--- src/rtl/billiard_pkg.sv ---
// Shared types and widths for the billiard ball datapath.
// Used by the ball motion engine, its axis integrators and the hit controller.
package billiard_pkg;

   localparam int VEL_W         = 11;
   localparam int POS_INT_W     = 11;
   localparam int POS_FRAC_BITS = 6;

   typedef enum logic [1:0] {
      IDLE     = 2'd0,
      ROLLING  = 2'd1,
      SINKING  = 2'd2,
      POCKETED = 2'd3
   } ball_state_t;

   // Unsigned fixed-point position: integer pixels above POS_FRAC_BITS fraction bits.
   typedef logic [POS_INT_W+POS_FRAC_BITS-1:0] pos_fp_t;
   typedef logic signed [VEL_W-1:0]            vel_t;

endpackage

--- src/rtl/ball_motion_if.sv ---
// Bundle of frame, shot, collision and hole signals into one ball, plus its kinematic outputs.
// The slave side is the ball itself; the master side is whoever drives it.
interface ball_motion_if;
   import billiard_pkg::*;

   logic                 startOfFrame;
   logic                 shotValid;
   vel_t                 shotVelX;
   vel_t                 shotVelY;
   logic                 collisionOccurred;
   vel_t                 velXIn;
   vel_t                 velYIn;
   logic                 holeHit;
   logic [2:0]           holeNum;
   logic                 respawn;
   logic [POS_INT_W-1:0] topLeftX;
   logic [POS_INT_W-1:0] topLeftY;
   vel_t                 velX;
   vel_t                 velY;
   logic                 moving;
   logic                 inHole;
   logic [2:0]           holeNumOut;

   modport master (
      output startOfFrame, shotValid, shotVelX, shotVelY, collisionOccurred,
             velXIn, velYIn, holeHit, holeNum, respawn,
      input  topLeftX, topLeftY, velX, velY, moving, inHole, holeNumOut
   );

   modport slave (
      input  startOfFrame, shotValid, shotVelX, shotVelY, collisionOccurred,
             velXIn, velYIn, holeHit, holeNum, respawn,
      output topLeftX, topLeftY, velX, velY, moving, inHole, holeNumOut
   );

endinterface

--- src/rtl/ball_axis_integrator.sv ---
// One axis of ball kinematics: fixed-point position, signed velocity,
// saturating integration and friction decay with a stop threshold.
module ball_axis_integrator import billiard_pkg::*; #(
   parameter int INIT           = 100,
   parameter int MAX            = 607,
   parameter int FRAC_BITS      = 6,
   parameter int FRICTION_SHIFT = 5,
   parameter int STOP_THRESH    = 2
) (
   input  logic                 clk,
   input  logic                 rst,
   input  logic                 integrate,
   input  logic                 load,
   input  logic                 freeze,
   input  logic                 respawn,
   input  vel_t                 load_vel,
   output logic [POS_INT_W-1:0] pos_int,
   output vel_t                 vel,
   output logic                 stop
);

   localparam int POS_W = POS_INT_W + FRAC_BITS;
   localparam int SUM_W = POS_W + 2;
   localparam logic [POS_W-1:0]        INIT_FP = POS_W'(INIT * (2 ** FRAC_BITS));
   localparam logic signed [SUM_W-1:0] MAX_FP  = SUM_W'(MAX * (2 ** FRAC_BITS));
   localparam vel_t                    THRESH  = VEL_W'(STOP_THRESH);

   logic [POS_W-1:0]        pos;
   logic [POS_W-1:0]        pos_next;
   logic signed [SUM_W-1:0] sum;
   vel_t                    vel_fric;
   vel_t                    vel_next;

   // NOTE: every always_comb output gets a value on every path, so no latch is inferred.
   always_comb begin
      sum = $signed({2'b00, pos}) + $signed({{(SUM_W-VEL_W){vel[VEL_W-1]}}, vel});
      if (sum < 0)
         pos_next = '0;
      else if (sum > MAX_FP)
         pos_next = POS_W'(MAX_FP);
      else
         pos_next = sum[POS_W-1:0];
      // Arithmetic shift rounds toward minus infinity, so negative speeds always shrink.
      vel_fric = vel - (vel >>> FRICTION_SHIFT);
      stop     = (vel_fric < THRESH) && (vel_fric > -THRESH);
      vel_next = stop ? '0 : vel_fric;
   end

   // NOTE: registers use non-blocking assignments so every flop samples pre-edge values.
   always_ff @(posedge clk) begin
      if (rst) begin
         pos <= INIT_FP;
         vel <= '0;
      end else if (respawn) begin
         pos <= INIT_FP;
         vel <= '0;
      end else if (!freeze) begin
         if (integrate)
            pos <= pos_next;
         if (load)
            vel <= load_vel;
         else if (integrate)
            vel <= vel_next;
      end
   end

   assign pos_int = pos[FRAC_BITS +: POS_INT_W];

endmodule

--- src/rtl/ball_motion.sv ---
// Per-ball kinematics engine: shot/collision capture, per-frame motion with friction,
// and the sink/pocket/respawn sequence. resetN is synchronous and active-high.
module ball_motion import billiard_pkg::*; #(
   parameter int INIT_X         = 100,
   parameter int INIT_Y         = 200,
   parameter int X_MAX          = 607,
   parameter int Y_MAX          = 447,
   parameter int FRAC_BITS      = 6,
   parameter int FRICTION_SHIFT = 5,
   parameter int STOP_THRESH    = 2,
   parameter int SINK_FRAMES    = 16
) (
   input logic          clk,
   input logic          resetN,
   ball_motion_if.slave bus
);

   localparam logic [1:0] S_IDLE     = IDLE;
   localparam logic [1:0] S_ROLLING  = ROLLING;
   localparam logic [1:0] S_SINKING  = SINKING;
   localparam logic [1:0] S_POCKETED = POCKETED;
   localparam int CNT_W = $clog2(SINK_FRAMES + 1);

   logic [1:0]           state;
   logic                 armed;
   logic [CNT_W-1:0]     sink_cnt;
   logic [2:0]           hole_num;
   logic                 active, hole_take, capture, shot_take;
   logic                 integrate, vel_load, respawn_take;
   vel_t                 load_vel_x, load_vel_y;
   vel_t                 vel_x, vel_y;
   logic [POS_INT_W-1:0] pos_x, pos_y;
   logic                 stop_x, stop_y;

   // holeHit outranks a same-cycle collision, and a collision outranks a shot.
   always_comb begin
      active       = (state == S_IDLE) || (state == S_ROLLING);
      hole_take    = active && bus.holeHit;
      capture      = active && !bus.holeHit && bus.collisionOccurred && armed;
      shot_take    = (state == S_IDLE) && bus.shotValid && !bus.holeHit && !capture;
      integrate    = (state == S_ROLLING) && bus.startOfFrame && !bus.holeHit;
      vel_load     = hole_take || capture || shot_take;
      respawn_take = (state == S_POCKETED) && bus.respawn;
      load_vel_x   = '0;
      load_vel_y   = '0;
      if (capture) begin
         load_vel_x = bus.velXIn;
         load_vel_y = bus.velYIn;
      end else if (shot_take) begin
         load_vel_x = bus.shotVelX;
         load_vel_y = bus.shotVelY;
      end
   end

   always_ff @(posedge clk) begin
      if (resetN) begin
         state    <= S_IDLE;
         armed    <= 1'b1;
         sink_cnt <= '0;
         hole_num <= '0;
      end else begin
         // A new frame rearms capture even if it coincides with one.
         if (bus.startOfFrame)
            armed <= 1'b1;
         else if (capture)
            armed <= 1'b0;

         case (state)
            S_IDLE, S_ROLLING: begin
               if (hole_take) begin
                  state    <= S_SINKING;
                  sink_cnt <= CNT_W'(SINK_FRAMES);
                  hole_num <= bus.holeNum;
               end else if (capture || shot_take) begin
                  state <= S_ROLLING;
               end else if (integrate && stop_x && stop_y) begin
                  state <= S_IDLE;
               end
            end
            S_SINKING: begin
               if (bus.startOfFrame) begin
                  if (sink_cnt <= CNT_W'(1)) begin
                     sink_cnt <= '0;
                     state    <= S_POCKETED;
                  end else begin
                     sink_cnt <= sink_cnt - CNT_W'(1);
                  end
               end
            end
            S_POCKETED: begin
               if (bus.respawn) begin
                  state    <= S_IDLE;
                  hole_num <= '0;
               end
            end
            default: state <= S_IDLE;
         endcase
      end
   end

   ball_axis_integrator #(
      .INIT(INIT_X), .MAX(X_MAX), .FRAC_BITS(FRAC_BITS),
      .FRICTION_SHIFT(FRICTION_SHIFT), .STOP_THRESH(STOP_THRESH)
   ) u_axis_x (
      .clk(clk), .rst(resetN), .integrate(integrate), .load(vel_load),
      .freeze(!active), .respawn(respawn_take), .load_vel(load_vel_x),
      .pos_int(pos_x), .vel(vel_x), .stop(stop_x)
   );

   ball_axis_integrator #(
      .INIT(INIT_Y), .MAX(Y_MAX), .FRAC_BITS(FRAC_BITS),
      .FRICTION_SHIFT(FRICTION_SHIFT), .STOP_THRESH(STOP_THRESH)
   ) u_axis_y (
      .clk(clk), .rst(resetN), .integrate(integrate), .load(vel_load),
      .freeze(!active), .respawn(respawn_take), .load_vel(load_vel_y),
      .pos_int(pos_y), .vel(vel_y), .stop(stop_y)
   );

   assign bus.topLeftX   = pos_x;
   assign bus.topLeftY   = pos_y;
   assign bus.velX       = vel_x;
   assign bus.velY       = vel_y;
   assign bus.moving     = (state == S_ROLLING);
   assign bus.inHole     = (state == S_SINKING) || (state == S_POCKETED);
   assign bus.holeNumOut = hole_num;

endmodule

--- src/flat_wrapper.sv ---
// flat-port wrapper written by rule: the top's interface ports become plain ports
module ball_motion_flat import billiard_pkg::*;
#(
   parameter int INIT_X         = 100,
   parameter int INIT_Y         = 200,
   parameter int X_MAX          = 607,
   parameter int Y_MAX          = 447,
   parameter int FRAC_BITS      = 6,
   parameter int FRICTION_SHIFT = 5,
   parameter int STOP_THRESH    = 2,
   parameter int SINK_FRAMES    = 16
)
  (clk, resetN, bus_startOfFrame, bus_shotValid, bus_shotVelX, bus_shotVelY, bus_collisionOccurred, bus_velXIn, bus_velYIn, bus_holeHit, bus_holeNum, bus_respawn, bus_topLeftX, bus_topLeftY, bus_velX, bus_velY, bus_moving, bus_inHole, bus_holeNumOut);
  ball_motion_if bus_i ();
  input logic clk;
  input logic resetN;
  input wire logic [$bits(bus_i.startOfFrame)-1:0] bus_startOfFrame;
  input wire logic [$bits(bus_i.shotValid)-1:0] bus_shotValid;
  input wire logic [$bits(bus_i.shotVelX)-1:0] bus_shotVelX;
  input wire logic [$bits(bus_i.shotVelY)-1:0] bus_shotVelY;
  input wire logic [$bits(bus_i.collisionOccurred)-1:0] bus_collisionOccurred;
  input wire logic [$bits(bus_i.velXIn)-1:0] bus_velXIn;
  input wire logic [$bits(bus_i.velYIn)-1:0] bus_velYIn;
  input wire logic [$bits(bus_i.holeHit)-1:0] bus_holeHit;
  input wire logic [$bits(bus_i.holeNum)-1:0] bus_holeNum;
  input wire logic [$bits(bus_i.respawn)-1:0] bus_respawn;
  output wire logic [$bits(bus_i.topLeftX)-1:0] bus_topLeftX;
  output wire logic [$bits(bus_i.topLeftY)-1:0] bus_topLeftY;
  output wire logic [$bits(bus_i.velX)-1:0] bus_velX;
  output wire logic [$bits(bus_i.velY)-1:0] bus_velY;
  output wire logic [$bits(bus_i.moving)-1:0] bus_moving;
  output wire logic [$bits(bus_i.inHole)-1:0] bus_inHole;
  output wire logic [$bits(bus_i.holeNumOut)-1:0] bus_holeNumOut;
  assign bus_i.startOfFrame = bus_startOfFrame;
  assign bus_i.shotValid = bus_shotValid;
  assign bus_i.shotVelX = bus_shotVelX;
  assign bus_i.shotVelY = bus_shotVelY;
  assign bus_i.collisionOccurred = bus_collisionOccurred;
  assign bus_i.velXIn = bus_velXIn;
  assign bus_i.velYIn = bus_velYIn;
  assign bus_i.holeHit = bus_holeHit;
  assign bus_i.holeNum = bus_holeNum;
  assign bus_i.respawn = bus_respawn;
  assign bus_topLeftX = bus_i.topLeftX;
  assign bus_topLeftY = bus_i.topLeftY;
  assign bus_velX = bus_i.velX;
  assign bus_velY = bus_i.velY;
  assign bus_moving = bus_i.moving;
  assign bus_inHole = bus_i.inHole;
  assign bus_holeNumOut = bus_i.holeNumOut;
  ball_motion #(.INIT_X(INIT_X), .INIT_Y(INIT_Y), .X_MAX(X_MAX), .Y_MAX(Y_MAX), .FRAC_BITS(FRAC_BITS), .FRICTION_SHIFT(FRICTION_SHIFT), .STOP_THRESH(STOP_THRESH), .SINK_FRAMES(SINK_FRAMES)) u_core (.clk(clk), .resetN(resetN), .bus(bus_i));
endmodule
--- config.mk ---
export PLATFORM = sky130hd
export DESIGN_NAME = ball_motion_flat
export DESIGN_NICKNAME = d
export VERILOG_FILES = /design/src/rtl/billiard_pkg.sv /design/src/rtl/ball_motion_if.sv /design/src/rtl/ball_axis_integrator.sv /design/src/rtl/ball_motion.sv /design/src/flat_wrapper.sv
export SDC_FILE = /design/constraint.sdc
export NUM_CORES = 1
export LEC_CHECK = 0
export CAP_MARGIN = 40
export CORE_ASPECT_RATIO = 0.75
export CORE_MARGIN = 8
export CORE_UTILIZATION = 33
export DETAILED_ROUTE_END_ITERATION = 8
export GPL_TIMING_DRIVEN = 1
export PLACE_DENSITY_LB_ADDON = 0.08
export SKIP_CTS_REPAIR_TIMING = 1
export SLEW_MARGIN = 20
export SYNTH_ARGS = -nofsm -noshare
export SYNTH_HDL_FRONTEND = slang
export SYNTH_SLANG_ARGS = --single-unit
--- constraint.sdc ---
create_clock -name clk -period 6.1 [get_ports clk]
set_input_delay 1.83 -clock clk [delete_from_list [all_inputs] [get_ports clk]]
set_output_delay 1.83 -clock clk [all_outputs]
set_load 0.02 [all_outputs]
==> results_tabular.tex <==
\begin{tabular}{lr}
\hline
Metric & Value \\
\hline
\multicolumn{2}{l}{\textbf{Yosys}} \\
\quad Flip-flop cell with the highest count after synthesis & sky130\_fd\_sc\_hd\_\_dfxtp\_1 \\
\quad Gate count of the mapped netlist & 794 \\
\quad Largest area contributor in the netlist & sky130\_fd\_sc\_hd\_\_dfxtp\_1 \\
\quad Most frequently used cell type in the post-synthesis netlist & sky130\_fd\_sc\_hd\_\_a21oi\_1 \\
\quad Yosys synthesis warning count & 0 \\
\quad Post-synthesis sequential area ratio & 21.72\% \\
\quad Register bit total from synthesis & 67 \\
\quad Commonest cells post-synth & sky130\_fd\_sc\_hd\_\_a21oi\_1 (79), sky130\_fd\_sc\_hd\_\_nand2\_1 (78), sky130\_fd\_sc\_hd\_\_dfxtp\_1 (67) \\
\quad Post-synthesis area per instance & 7.778 um2 \\
\quad Synthesized cell area & 6176 um2 \\
\quad Number of different library cells in the post-synthesis netlist & 84 \\
\quad Yosys top cell area share & 21.72\% \\
\quad Number of enable-type register cells in the synthesized netlist & 0 \\
\quad Top post-synthesis cells by area & sky130\_fd\_sc\_hd\_\_dfxtp\_1 (22\%), sky130\_fd\_sc\_hd\_\_ha\_1 (12\%), sky130\_fd\_sc\_hd\_\_a21oi\_1 (6.4\%) \\
\quad Fraction of registers with async set or reset after synthesis & 0\% \\
\quad Syn Nets & 910 \\
\multicolumn{2}{l}{\textbf{Timing}} \\
\quad Unrepaired setup endpoints after global routing & no \\
\quad Worst Max-Slew Pin Slew & 0.8721 ns \\
\quad Period Utilization, post-route & 68.63\% \\
\quad Shortest period the worst path allows & 4.186 ns \\
\quad Worst hold slack after final layout & 0.4584 ns \\
\quad Rel. slew slack & 41.86\% \\
\quad Final Hold Violating Endpoints & 0 \\
\quad Maximum achievable frequency & 238.9 MHz \\
\quad Final-report setup violation count & 0 \\
\quad Setup\_tns & 0 ns \\
\quad Final number of max-transition violations & 0 \\
\quad Clock skew after layout & 0.003822 ns \\
\multicolumn{2}{l}{\textbf{Detailed routing}} \\
\quad Number of routed nets with antenna violations & 0 \\
\quad Router iterations before antenna repair & 5 \\
\quad Remaining routing DRC violations & 0 \\
\quad Detailed Route WL & 20260 um \\
\quad DRC violation total after the first TritonRoute iteration & 511 \\
\quad Routed WL per cell & 18.21 um \\
\quad Total vias in the final route & 6270 \\
\quad DR vias/cell & 5.638 \\
\multicolumn{2}{l}{\textbf{Clock tree}} \\
\quad Clock buffer count from CTS & 9 \\
\quad CTS tree & built \\
\quad Maximum buffer depth of the clock tree & 2 \\
\quad Clock-pin slew of the registers on the worst-case setup and hold paths & 0.06 ns \\
\quad Clock latency on the worst-skew pair & 0.34 ns \\
\quad CTS H-tree lvls & 3 \\
\quad TritonCTS sink count & 67 \\
\quad CTS root buffer & sky130\_fd\_sc\_hd\_\_clkbuf\_16 \\
\multicolumn{2}{l}{\textbf{Final layout}} \\
\quad Final Core Density & 41.43\% \\
\quad Layout cell share with drive strength beyond 1 & 6.243\% \\
\quad Number of cells in the finished layout apart from fillers & 1112 \\
\quad Area delta synth->final & 23.44\% \\
\quad Fill cell count & 1861 \\
\quad \# diodes & 0 \\
\quad Number of nets in the finished design & 976 \\
\multicolumn{2}{l}{\textbf{Global route}} \\
\quad Vias in the first global route & 6000 \\
\quad Sum of overflow across all layers after global routing & 0 \\
\quad Largest net degree at the start of global routing & 34 \\
\quad Wire length of the first global-routing pass & 32310 um \\
\quad Antenna violations before repair & 0 \\
\quad Total global routing track utilization & 16.98\% \\
\multicolumn{2}{l}{\textbf{Flow run}} \\
\quad Max-cap violations & 0 \\
\multicolumn{2}{l}{\textbf{Floorplanning}} \\
\quad Starting density of the core & 33.56\% \\
\quad Die Width & 174.0 um \\
\quad Top-level port count & 103 \\
\quad Placeable core region & 18400 um2 \\
\quad Die outline area & 23390 um2 \\
\quad Vertical die dimension & 134.5 um \\
\quad \# rows & 43 \\
\multicolumn{2}{l}{\textbf{Critical path}} \\
\quad Slowest cell delay on critical path & 0.58 ns \\
\quad Highest-delay cell along the critical path & sky130\_fd\_sc\_hd\_\_clkdlybuf4s50\_1 \\
\quad Endpoint class of the critical path & flip-flop \\
\quad Cell Chain, Critical Path & clkdlybuf4s50\_1, nor2\_1, nand3\_1, nand2\_1, buf\_4, o21ai\_0, a31oi\_1 \\
\quad Kind of launch point of the worst setup path & primary input \\
\quad Worst Path Arrival & 4.45 ns \\
\quad Cells on worst reg2reg path & 10 \\
\quad Largest driver fanout on the critical path & 20 \\
\quad Critical setup path kind & primary input to flip-flop \\
\quad Required time of the critical path & 6.36 ns \\
\multicolumn{2}{l}{\textbf{Placed design}} \\
\quad Gp weighted congestion & 0.8339 \\
\quad Detailed Place HPWL & 16160 um \\
\quad Placed Cells incl. Taps & 1096 \\
\quad PortBufs & 102 \\
\multicolumn{2}{l}{\textbf{Power}} \\
\quad Worst vdd ir & 0.1740 mV \\
\quad Post-route total power & 2235 uW \\
\quad Leak pwr & 0.003076 uW \\
\quad Power density of the placed cells & 293.1 nW/um2 \\
\multicolumn{2}{l}{\textbf{Worst hold path}} \\
\quad Hold Path Depth & 2 \\
\quad Worst hold-check path type & flip-flop to flip-flop \\
\multicolumn{2}{l}{\textbf{Status}} \\
\quad Status & finished, final reports clean \\
\hline
\end{tabular}
[cell families (layout without fill, tap and decap cells)]
family	after synthesis	in the layout	share of synthesized area [%]
mux	7	7	1.155
flops	67	67	21.72
compound gates	282	282	31.24
fa+ha+maj	62	62	13.05
buf+inv	90	161	6.908
xor+xnor	43	43	6.220
simple gates	243	243	19.71
[path summary, 6_finish.rpt]
path,start,endpoint,slack (ns)
setup / recovery,bus_holeHit,u_core.u_axis_y.vel[8],1.91
hold / removal,u_core.u_axis_y.pos[4],u_core.u_axis_y.pos[4],0.46
setup reg to reg,u_core.u_axis_x.vel[10],u_core.u_axis_x.vel[7],2.27
hold reg to reg,u_core.u_axis_y.pos[4],u_core.u_axis_y.pos[4],0.46
[critical path, delay by kind of cell]
family	cells	cell delay [ns]
compound gates	2	0.28
buf+inv	2	0.90
simple gates	3	1.43
[sequential cells by signal (all words and copies together) (netlist names)]
signal and count:
u_core.u_axis_y.vel 11, u_core.bus.holeNumOut 3, u_core.state 2, u_core.sink_cnt 5, u_core.armed 1, u_core.u_axis_x.vel 11
u_core.u_axis_x.pos 17, u_core.u_axis_y.pos 17
[per-layer routing]
metal  track usage [%]  vias to the layer above  part of all wire [%]
li1                  -                     3080                     -
met1             23.14                     2974                    49
met2             27.25                      201                    44
met3             3.319                       15                   5.9
met4             3.884                        0                   1.1
met5                 0                        -                     0
[metrics by stage]
stage / instance area (um2) / setup slack, ns
2_1_floorplan: 6176 / 2.380
3_3_place_gp: 7279 / 1.736
3_5_place_dp: 7287 / 1.543
4_1_cts: 7624 / 1.890
5_1_grt: 7624 / 1.604
6_report: 7624 / 1.914
[placed cells by master, fill, tap and decap left out, types with 14 or more instances in the layout]
master / instances
sky130_fd_sc_hd__a21o_1: 14
sky130_fd_sc_hd__nand2_1: 78
sky130_fd_sc_hd__dfxtp_1: 67
sky130_fd_sc_hd__inv_1: 35
sky130_fd_sc_hd__clkdlybuf4s50_1: 102
sky130_fd_sc_hd__o21ai_0: 58
sky130_fd_sc_hd__nand3_1: 16
sky130_fd_sc_hd__nor3_1: 17
sky130_fd_sc_hd__nor2_1: 58
sky130_fd_sc_hd__and3_1: 16
sky130_fd_sc_hd__a21oi_1: 79
sky130_fd_sc_hd__xor2_1: 20
sky130_fd_sc_hd__ha_1: 58
sky130_fd_sc_hd__xnor2_1: 22
sky130_fd_sc_hd__a31oi_1: 22
[cell type report]
class	instances	area [um2]	share of cell area, %
multi-input cells	637	4424	58.03
flip-flops and latches	67	1341	17.59
repair buffers	110	1081	14.18
well taps	247	309.0	4.054
clock buffers	11	252.7	3.315
inverters	35	131.4	1.723
clock inverters	5	83.83	1.100
[where the power goes]
part | total (uW) | switching [uW] | leakage, uW | internal [uW]
logic | 1100 | 649 | 0.00237 | 451
registers | 549 | 73.8 | 0.000547 | 475
clock network | 586 | 205 | 0.000158 | 382
Power figures use the tool's default switching activity.
